## config.mk

```make
export PLATFORM = sky130hd
export DESIGN_NAME = vga_capture
export DESIGN_NICKNAME = d
export VERILOG_FILES = /design/src/rtl/vga_capture.sv
export SDC_FILE = /design/constraint.sdc
export NUM_CORES = 1
export LEC_CHECK = 0
export BUFFER_PORTS_ARGS = -buffer_cell sky130_fd_sc_hd__buf_2
export CORE_MARGIN = 5
export CORE_UTILIZATION = 44
export DETAILED_ROUTE_END_ITERATION = 7
export PLACE_DENSITY = 0.66
export SLEW_MARGIN = 20
export SYNTH_ARGS = -nofsm -noshare
export SYNTH_HDL_FRONTEND = slang
export SYNTH_SLANG_ARGS = --single-unit
```

## constraint.sdc

```tcl
create_clock -name pclk -period 5.5 [get_ports pclk]
set_input_delay 0.55 -clock pclk [delete_from_list [all_inputs] [get_ports pclk]]
set_output_delay 0.55 -clock pclk [all_outputs]
set_load 0.02 [all_outputs]
```

## src/rtl/vga_capture.sv

```systemverilog
// ============================================================================
// vga_capture: samples a VGA stream, measures its timing, qualifies lock and
// emits captured pixels as an (x, y, 12-bit colour) write stream.
// Revision: 1.0
// ============================================================================
`default_nettype none

module vga_capture #(
  parameter int MAX_W       = 640,
  parameter int MAX_H       = 480,
  parameter int LOCK_FRAMES = 2,
  parameter int TIMEOUT     = 1023
) (
  input  logic        pclk,
  input  logic        reset,
  input  logic        hsync,
  input  logic        vsync,
  input  logic        valid,
  input  logic [7:0]  vga_r,
  input  logic [7:0]  vga_g,
  input  logic [7:0]  vga_b,
  output logic        wr_en,
  output logic [9:0]  px_x,
  output logic [9:0]  px_y,
  output logic [11:0] px_data,
  output logic [9:0]  h_total_meas,
  output logic [9:0]  v_total_meas,
  output logic [9:0]  h_active_meas,
  output logic [9:0]  v_active_meas,
  output logic        locked,
  output logic        lost_lock
);

  localparam logic [9:0]  TO_LIM = 10'(TIMEOUT);
  localparam logic [10:0] W_LIM  = 11'(MAX_W);
  localparam logic [10:0] H_LIM  = 11'(MAX_H);
  localparam logic [7:0]  LF_LIM = 8'(LOCK_FRAMES);

  typedef enum logic [1:0] {
    SEARCH = 2'd0,
    CHECK  = 2'd1,
    LOCKED = 2'd2
  } state_t;

  state_t      state, state_n;
  logic [7:0]  match_cnt, match_n;
  logic        prev_ld, drop;

  logic        hs1, hs2, vs1, vs2, va1, va2;
  logic [11:0] rgb1, rgb2;
  logic [9:0]  hcnt, x, y, linecnt;
  logic [39:0] prev_meas, cur_meas;
  logic        hfall, vfall, vafall, timeout, same;
  logic [9:0]  x_inc, y_eff, h_tot_new, h_act_new;
  logic        unused_low_bits;

  function automatic logic [9:0] sat_inc(input logic [9:0] v);
    return (v == 10'h3FF) ? v : v + 10'd1;
  endfunction

  assign unused_low_bits = &{1'b0, vga_r[3:0], vga_g[3:0], vga_b[3:0]};

  assign hfall   = hs2 & ~hs1;
  assign vfall   = vs2 & ~vs1;
  assign vafall  = va2 & ~va1;
  assign timeout = !hfall && (hcnt >= TO_LIM);

  // Measurement candidates include updates landing in this same cycle.
  assign x_inc     = sat_inc(x);
  assign y_eff     = vafall ? sat_inc(y) : y;
  assign h_tot_new = hfall ? hcnt : h_total_meas;
  assign h_act_new = vafall ? x_inc : h_active_meas;
  assign cur_meas  = {h_tot_new, linecnt, h_act_new, y_eff};
  assign same      = (cur_meas == prev_meas);

  always_ff @(posedge pclk or negedge reset) begin
    if (!reset) begin
      hs1  <= 1'b0;
      hs2  <= 1'b0;
      vs1  <= 1'b0;
      vs2  <= 1'b0;
      va1  <= 1'b0;
      va2  <= 1'b0;
      rgb1 <= '0;
      rgb2 <= '0;
    end else begin
      hs1  <= hsync;
      vs1  <= vsync;
      va1  <= valid;
      rgb1 <= {vga_r[7:4], vga_g[7:4], vga_b[7:4]};
      hs2  <= hs1;
      vs2  <= vs1;
      va2  <= va1;
      rgb2 <= rgb1;
    end
  end

  always_ff @(posedge pclk or negedge reset) begin
    if (!reset) begin
      hcnt          <= '0;
      x             <= '0;
      y             <= '0;
      linecnt       <= '0;
      h_total_meas  <= '0;
      v_total_meas  <= '0;
      h_active_meas <= '0;
      v_active_meas <= '0;
    end else begin
      hcnt <= hfall ? 10'd1 : sat_inc(hcnt);
      if (hfall) h_total_meas <= hcnt;

      if (hfall)    x <= '0;
      else if (va2) x <= x_inc;
      if (vafall)   h_active_meas <= x_inc;

      if (vfall)       y <= '0;
      else if (vafall) y <= sat_inc(y);

      // A coincident hsync edge counts as the first line of the new frame.
      if (vfall) begin
        v_total_meas  <= linecnt;
        v_active_meas <= y_eff;
        linecnt       <= hfall ? 10'd1 : 10'd0;
      end else if (hfall) begin
        linecnt <= sat_inc(linecnt);
      end
    end
  end

  always_comb begin
    state_n = state;
    match_n = match_cnt;
    prev_ld = 1'b0;
    drop    = 1'b0;
    if (timeout) begin
      state_n = SEARCH;
      match_n = '0;
      drop    = (state == LOCKED);
    end else if (vfall) begin
      case (state)
        SEARCH: begin
          state_n = CHECK;
          match_n = '0;
        end
        CHECK: begin
          prev_ld = 1'b1;
          if (same) begin
            match_n = match_cnt + 8'd1;
            if (match_n >= LF_LIM) state_n = LOCKED;
          end else begin
            match_n = '0;
          end
        end
        LOCKED: begin
          prev_ld = 1'b1;
          if (!same) begin
            state_n = CHECK;
            match_n = '0;
            drop    = 1'b1;
          end
        end
        default: state_n = SEARCH;
      endcase
    end
  end

  always_ff @(posedge pclk or negedge reset) begin
    if (!reset) begin
      state     <= SEARCH;
      match_cnt <= '0;
      prev_meas <= '0;
      locked    <= 1'b0;
      lost_lock <= 1'b0;
    end else begin
      state     <= state_n;
      match_cnt <= match_n;
      if (prev_ld) prev_meas <= cur_meas;
      locked    <= (state_n == LOCKED);
      lost_lock <= drop;
    end
  end

  always_ff @(posedge pclk or negedge reset) begin
    if (!reset) begin
      wr_en   <= 1'b0;
      px_x    <= '0;
      px_y    <= '0;
      px_data <= '0;
    end else begin
      wr_en <= 1'b0;
      if ((state == LOCKED) && va2 && ({1'b0, x} < W_LIM) && ({1'b0, y} < H_LIM)) begin
        wr_en   <= 1'b1;
        px_x    <= x;
        px_y    <= y;
        px_data <= rgb2;
      end
    end
  end

endmodule

`default_nettype wire

```

# After elaboration in Yosys (flattened, before gate mapping)
# Cells that the tools add are included.
# W data, S select, Z words.
totals:
  ff_bits: 195
  input_bits: 29
  elab_cells: 97
  output_inout_bits: 75
classes:
  n_lt_le_gt_ge: 4
  addsub: 5
  eq_ne: 11
  bitwise_logic: 6
  mux: 33
  n_reduce_logical: 13
op_table:
  columns: ["op", "count"]
  rows:
  - ["$mux W10", 13]
  - ["$add A10 B1 Y10 const B", 4]
  - ["$eq A10 B10 Y1 const B", 4]
  - ["$eq A40 B40 Y1", 1]
  - ["$mux W8", 4]
  - ["$pmux W8 S3", 1]
  - ["$ge A10 B10 Y1 const B", 1]
  - ["$lt A10 B10 Y1 const B", 1]
  - ["$lt A10 B9 Y1 const B", 1]
  - ["$mux W2", 5]
  - ["$mux W1", 9]
  - ["$add A8 B1 Y8 const B", 1]
  - ["$ge A8 B2 Y1 const B", 1]
  - ["$pmux W2 S3", 1]
  - ["$reduce_bool A2 Y1", 3]
  - ["$eq A2 B2 Y1 const B", 2]
  - ["$logic_and A1 B1 Y1", 4]
  - ["$ne A2 B2 Y1 const B", 2]
  - ["$reduce_bool A4 Y1", 1]
  - ["$and A1 B1 Y1", 3]
  - ["$ne A3 B3 Y1 const B", 1]
  - ["$not A1 Y1", 3]
  - ["$reduce_and A3 Y1", 1]
  - ["$eq A2 B1 Y1 const B", 1]
  - ["other kinds (4)", 4]

# Longest topological paths before layout
depth:
  ltp_word: 9
  depth_mapped: 12
  depth_no_buf: 10

# Least setup slack after synthesis
# Ideal clock, no wire load.
synth_timing:
  path_kind: "register to register"
  startpoint: "reg y[1]"
  endpoint: "reg match_cnt[1]"
  setup_ps: 79
  t_arrival_ps: 2825
  n_path_buf: 0
  required_ps: 5421
  synth_period_minus_slack_ps: 2904
  path_stages_with_launch: 11
  setup_slack_ps: 2596
  path_cell_list: "dfrtp_1 ha_1 nand4_1 or3_1 and3_1 a2111oi_2 nand4_1 nor4_1 a31oi_1 a21oi_4 mux2i_1"
synth_via:
  elab_chain_len: 8
  word_cells_on_any_way: 11
  cone_classes: "1 x add/sub; 3 x eq/ne; 6 x mux; 1 x reduce/logical"
synth_lines:
  columns: ["item", "line", "rtl"]
  rows:
  - ["start: declaration", "51", "logic [9:0] hcnt, x, y, linecnt;"]
  - ["start signal: assignment", "117", "else if (vafall) y <= sat_inc(y);"]
  - ["$add A10 B1 Y10 or $eq A10 B10 Y1 (tied branches)", "58", "return (v == 10'h3FF) ? v : v + 10'd1;"]
  - ["$mux W10", null, null]
  - ["$mux W10 *", null, null]
  - ["$eq A40 B40 Y1 *", "74", "assign same = (cur_meas == prev_meas);"]
  - ["$mux W8", "147", "if (same) begin"]
  - ["$pmux W8 S3", "140", "case (state)"]
  - ["$mux W8", "139", "end else if (vfall) begin"]
  - ["$mux W8", "135", "if (timeout) begin"]
  - ["end signal: assignment", "176", "match_cnt <= match_n;"]
  - ["end: declaration", "46", "logic [7:0] match_cnt, match_n;"]
# Mark *: on every way between the ends. The rest lies on a longest branch, timed or not. The select of a mux whose other input is x is not followed.
# A chain may end at the register's enable or synchronous reset.

# Worst setup path in the final report
layout_timing:
  startpoint: "reg x[0]"
  endpoint: "reg match_cnt[1]"
layout_via:
  elab_chain_len: 8
  word_cells_on_any_way: 11
  cone_classes: "1 x add/sub; 3 x eq/ne; 6 x mux; 1 x reduce/logical"
layout_lines:
  columns: ["item", "line", "rtl"]
  rows:
  - ["start: declaration", "51", null]
  - ["start signal: assignment", "113", "else if (va2) x <= x_inc;"]
  - ["$add A10 B1 Y10 or $eq A10 B10 Y1 (tied branches)", "58", null]
  - ["$mux W10 *", "58", null]
  - ["$mux W10 *", null, null]
  - ["$eq A40 B40 Y1 *", "74", null]
  - ["$mux W8", "147", null]
  - ["$pmux W8 S3", "140", null]
  - ["$mux W8", "139", null]
  - ["$mux W8", "135", null]
# Marked as above.

==> metrics.log <==
INFO  metric crit_required = 5.86 ns
INFO  metric final.setup.tns = 0 ns
INFO  metric initial_antenna_violation_count = 0
INFO  metric route.antenna.remaining_nets = 0
INFO  metric synthArstFlopShare = 1.00
INFO  metric multi_input_comb_area = 4030 um2
INFO  metric cp-startpoint = x[0]
INFO  metric ys_seq_elements = 195
INFO  metric synth_cells = 941
INFO  metric proportion_of_synthesized_chip_area_in_sequential_cells = 0.523
INFO  metric period_minus_slack = 4.19 ns
INFO  metric most_frequent_cells_in_the_layout = 195 x dfrtp_1, 193 x nand2_1, 90 x buf_2
INFO  metric grt_setup_unrepaired = false
INFO  metric cts.htree.levels = 4
INFO  metric detailedRoute.firstPassIterationCount = 6
INFO  metric core_area = 21000 um2
INFO  metric cp_slowest_stage_delay = about 0.67 ns
INFO  metric die_outline_area = 24200 um2
INFO  metric vias = 6881
INFO  metric cts_setup_buffers = 0
INFO  metric n_fill_cell = 1975
INFO  metric nets = 1040
INFO  metric maximum_number_of_pins_on_one_net_before_global_route_repair = 89
INFO  metric max_freq = 0.239 GHz
INFO  metric p_leak = 0.00516 uW
INFO  metric run_status = finished clean
INFO  metric timing.rr.start = x[0]
INFO  metric worst_path_max_delay_cell = or4_4
INFO  metric grt-ovfl-total = 0
INFO  metric synth-edff-count = 0
INFO  metric most_common_cell_after_layout_fill_and_taps_aside = dfrtp_1
INFO  metric post_route_drc = 0
INFO  metric first_global_vias = 6555
INFO  metric post_drt_via_cell_ratio = about 5.3
INFO  metric cts_hold_buffers = 0
INFO  metric finalClockSkew = 0.0131 ns
INFO  metric final-max-slew-violation-count = 0
INFO  metric p_clk_frac = 0.345
INFO  metric grt_use_total = 0.175
INFO  metric routed_wire_length_per_instance = 16.0 um
INFO  metric finalSetupViolCount = 0
INFO  metric num_rows = 53
INFO  metric worst_slew_margin_rel = 0.384
INFO  metric final_core_util = 0.501
INFO  metric grt_first_pass_wirelength = 34300 um
INFO  metric gp_congestion = around 0.85
INFO  metric yosysTopAreaCellShare = 0.523
INFO  metric numCtsBuffers = 17
INFO  metric critical_path.max_fanout = 12
INFO  metric internal_power = 2450 uW
INFO  metric worst_hold_path_type = in2async
INFO  metric power_density = between 300 and 400 nW/um2
INFO  metric ys_warnings = 0
INFO  metric synthDominantAreaCellType = dfrtp_1
INFO  metric comb_power_share = 0.176
INFO  metric cts_max_path_buffers = 2
INFO  metric chipHeight = between 150 and 200 um
INFO  metric power.switching_fraction = 0.323
INFO  metric ys_top_cells_by_area = dfrtp_1 52%, nand2_1 7.8%, o21ai_0 3.1%
INFO  metric ff_latch_area = 4880 um2
INFO  metric cap_violations = 0
INFO  metric hold_viol_final = 0
INFO  metric tightestPinTransition = 0.901 ns
INFO  metric detail_route.wirelength = a little over 20000 um
INFO  metric insertedDiodeCount = 0
INFO  metric synthesis.nets = 980
INFO  metric clock_sinks = between 150 and 200
INFO  metric post_route_cells_drive_above_1_share = 0.184
INFO  metric area_delta_synth_final = 12.5%
INFO  metric dpl.cell_count = ~1300
INFO  metric power.share.sequential = 0.479
INFO  metric clockRootBuffer = clkbuf_16
INFO  metric ir_drop = ~270 uV
INFO  metric criticalPathCategory = reg2reg
INFO  metric start_util = 0.445
INFO  metric clk-insertion-delay-late = 0.44 ns
INFO  metric clock_tree_from_tritoncts = done
INFO  metric ctsResizeCount = 0
INFO  metric yosys_most_used_dff = dfrtp_1
INFO  metric worstPathArrival = 4.55 ns
INFO  metric clk_transition_reported_paths = 0.07 ns
INFO  metric critical_path.cell_chain = ha_1 > inv_1 > or4_4 > a311oi_4 > xor2_1 > nand4_1 > nor4_2 > a31oi_1 > a21oi_4 > mux2i_1
INFO  metric syn_avg_cell_area = 9.91 um2
INFO  metric synth_area = roughly 9300 um2
INFO  metric fp.dieW = roughly 160 um
INFO  metric numPortBuffers = 91
INFO  metric detailed_place_hpwl = 14100 um
INFO  metric startpoint_type = register
INFO  metric net_switching_power_of_the_design = 1170 uW
INFO  metric final-instance-count-excl-fill = 1289
INFO  metric critical_path.endpoint_type = register
INFO  metric dr.first_iter.drc_count = 493
INFO  metric period_share = 0.761
INFO  metric ios = 104
INFO  metric ys_types = 74
worst paths after layout:
check	end	slack (ns)	cells after the start
max reg2reg	match_cnt[1]	1.31	10
max	match_cnt[1]	1.31	10
min in group pclk	rgb1[5]	0.21	1
min reg2reg	rgb2[4]	0.35	0
max in group asynchronous	hcnt[4]	4.18	2
min	px_x[3]	0.16	1
cells by family (layout without fill, tap and decap cells):
logic type,count (synthesis),after routing,share of synthesized area
compound gates,146,146,0.108
xor+xnor,59,59,0.0573
fa+ha+maj,10,10,0.0134
buf+inv,84,157,0.0456
flops,195,195,0.523
mux,37,37,0.0431
simple gates,410,410,0.210
state kept, by name, indices dropped and copies added, names as in the netlist, 8 cells and up:
signal / cells
h_active_meas: 10
h_total_meas: 10
hcnt: 10
linecnt: 10
match_cnt: 8
prev_meas: 40
px_data: 12
px_x: 10
px_y: 10
rgb1: 12
rgb2: 12
v_active_meas: 10
v_total_meas: 10
x: 10
y: 10
worst max-delay path, delay by kind of cell (launching register included):
kind            cells  cell delay, ns
xor+xnor            1            0.24
simple gates        3            1.41
buf+inv             1            0.16
mux                 1            0.21
flops               1            0.63
compound gates      3            1.01
fa+ha+maj           1            0.46
synthesized netlist by cell type, types with 20 or more instances:
master,count
inv_1,24
dfrtp_1,195
nor2_1,63
nand3_1,23
nand2_1,193
xor2_1,30
mux2_2,25
nor3_1,20
clkbuf_1,38
o21ai_0,58
xnor2_1,28
power by group through the flow:
stage               logic, uW  clock network [uW]  registers (uW)
floorplan                 448                   0            1730
CTS                       640                1280            1730
detailed placement        635                   0            1760
global placement          629                   0            1750
global route              704                1340            1750
finish                    636                1250            1730
metrics by stage:
step / setup slack, ns / total power (uW) / cell area, um2 / hold slack [ns]
floorplan: 2.60 / 2180 / 9320 / 0.254
global placement: 1.45 / 2380 / 9880 / 0.333
detailed placement: 1.41 / 2390 / 9880 / 0.337
CTS: 1.38 / 3650 / 10500 / 0.184
global route: 1.17 / 3800 / 10500 / 0.190
finish: 1.31 / 3610 / 10500 / 0.160
per-layer routing:
metal	part of all wire	wire (um)	global-route usage
met1	0.48	9840	0.250
met2	0.46	9500	0.276
met3	0.049	1000	0.0341
met4	0.014	295	0.0454
met5	0	0	0
cell type report:
type / instances / area share
clock inverter: 15 / 0.0175
clock buffer: 17 / 0.0406
timing repair buffer: 101 / 0.0514
sequential: 195 / 0.465
multi-input combinational: 662 / 0.384
tap: 275 / 0.0328
inverter: 24 / 0.00859
Note: power is estimated with default switching activity, not from simulation.
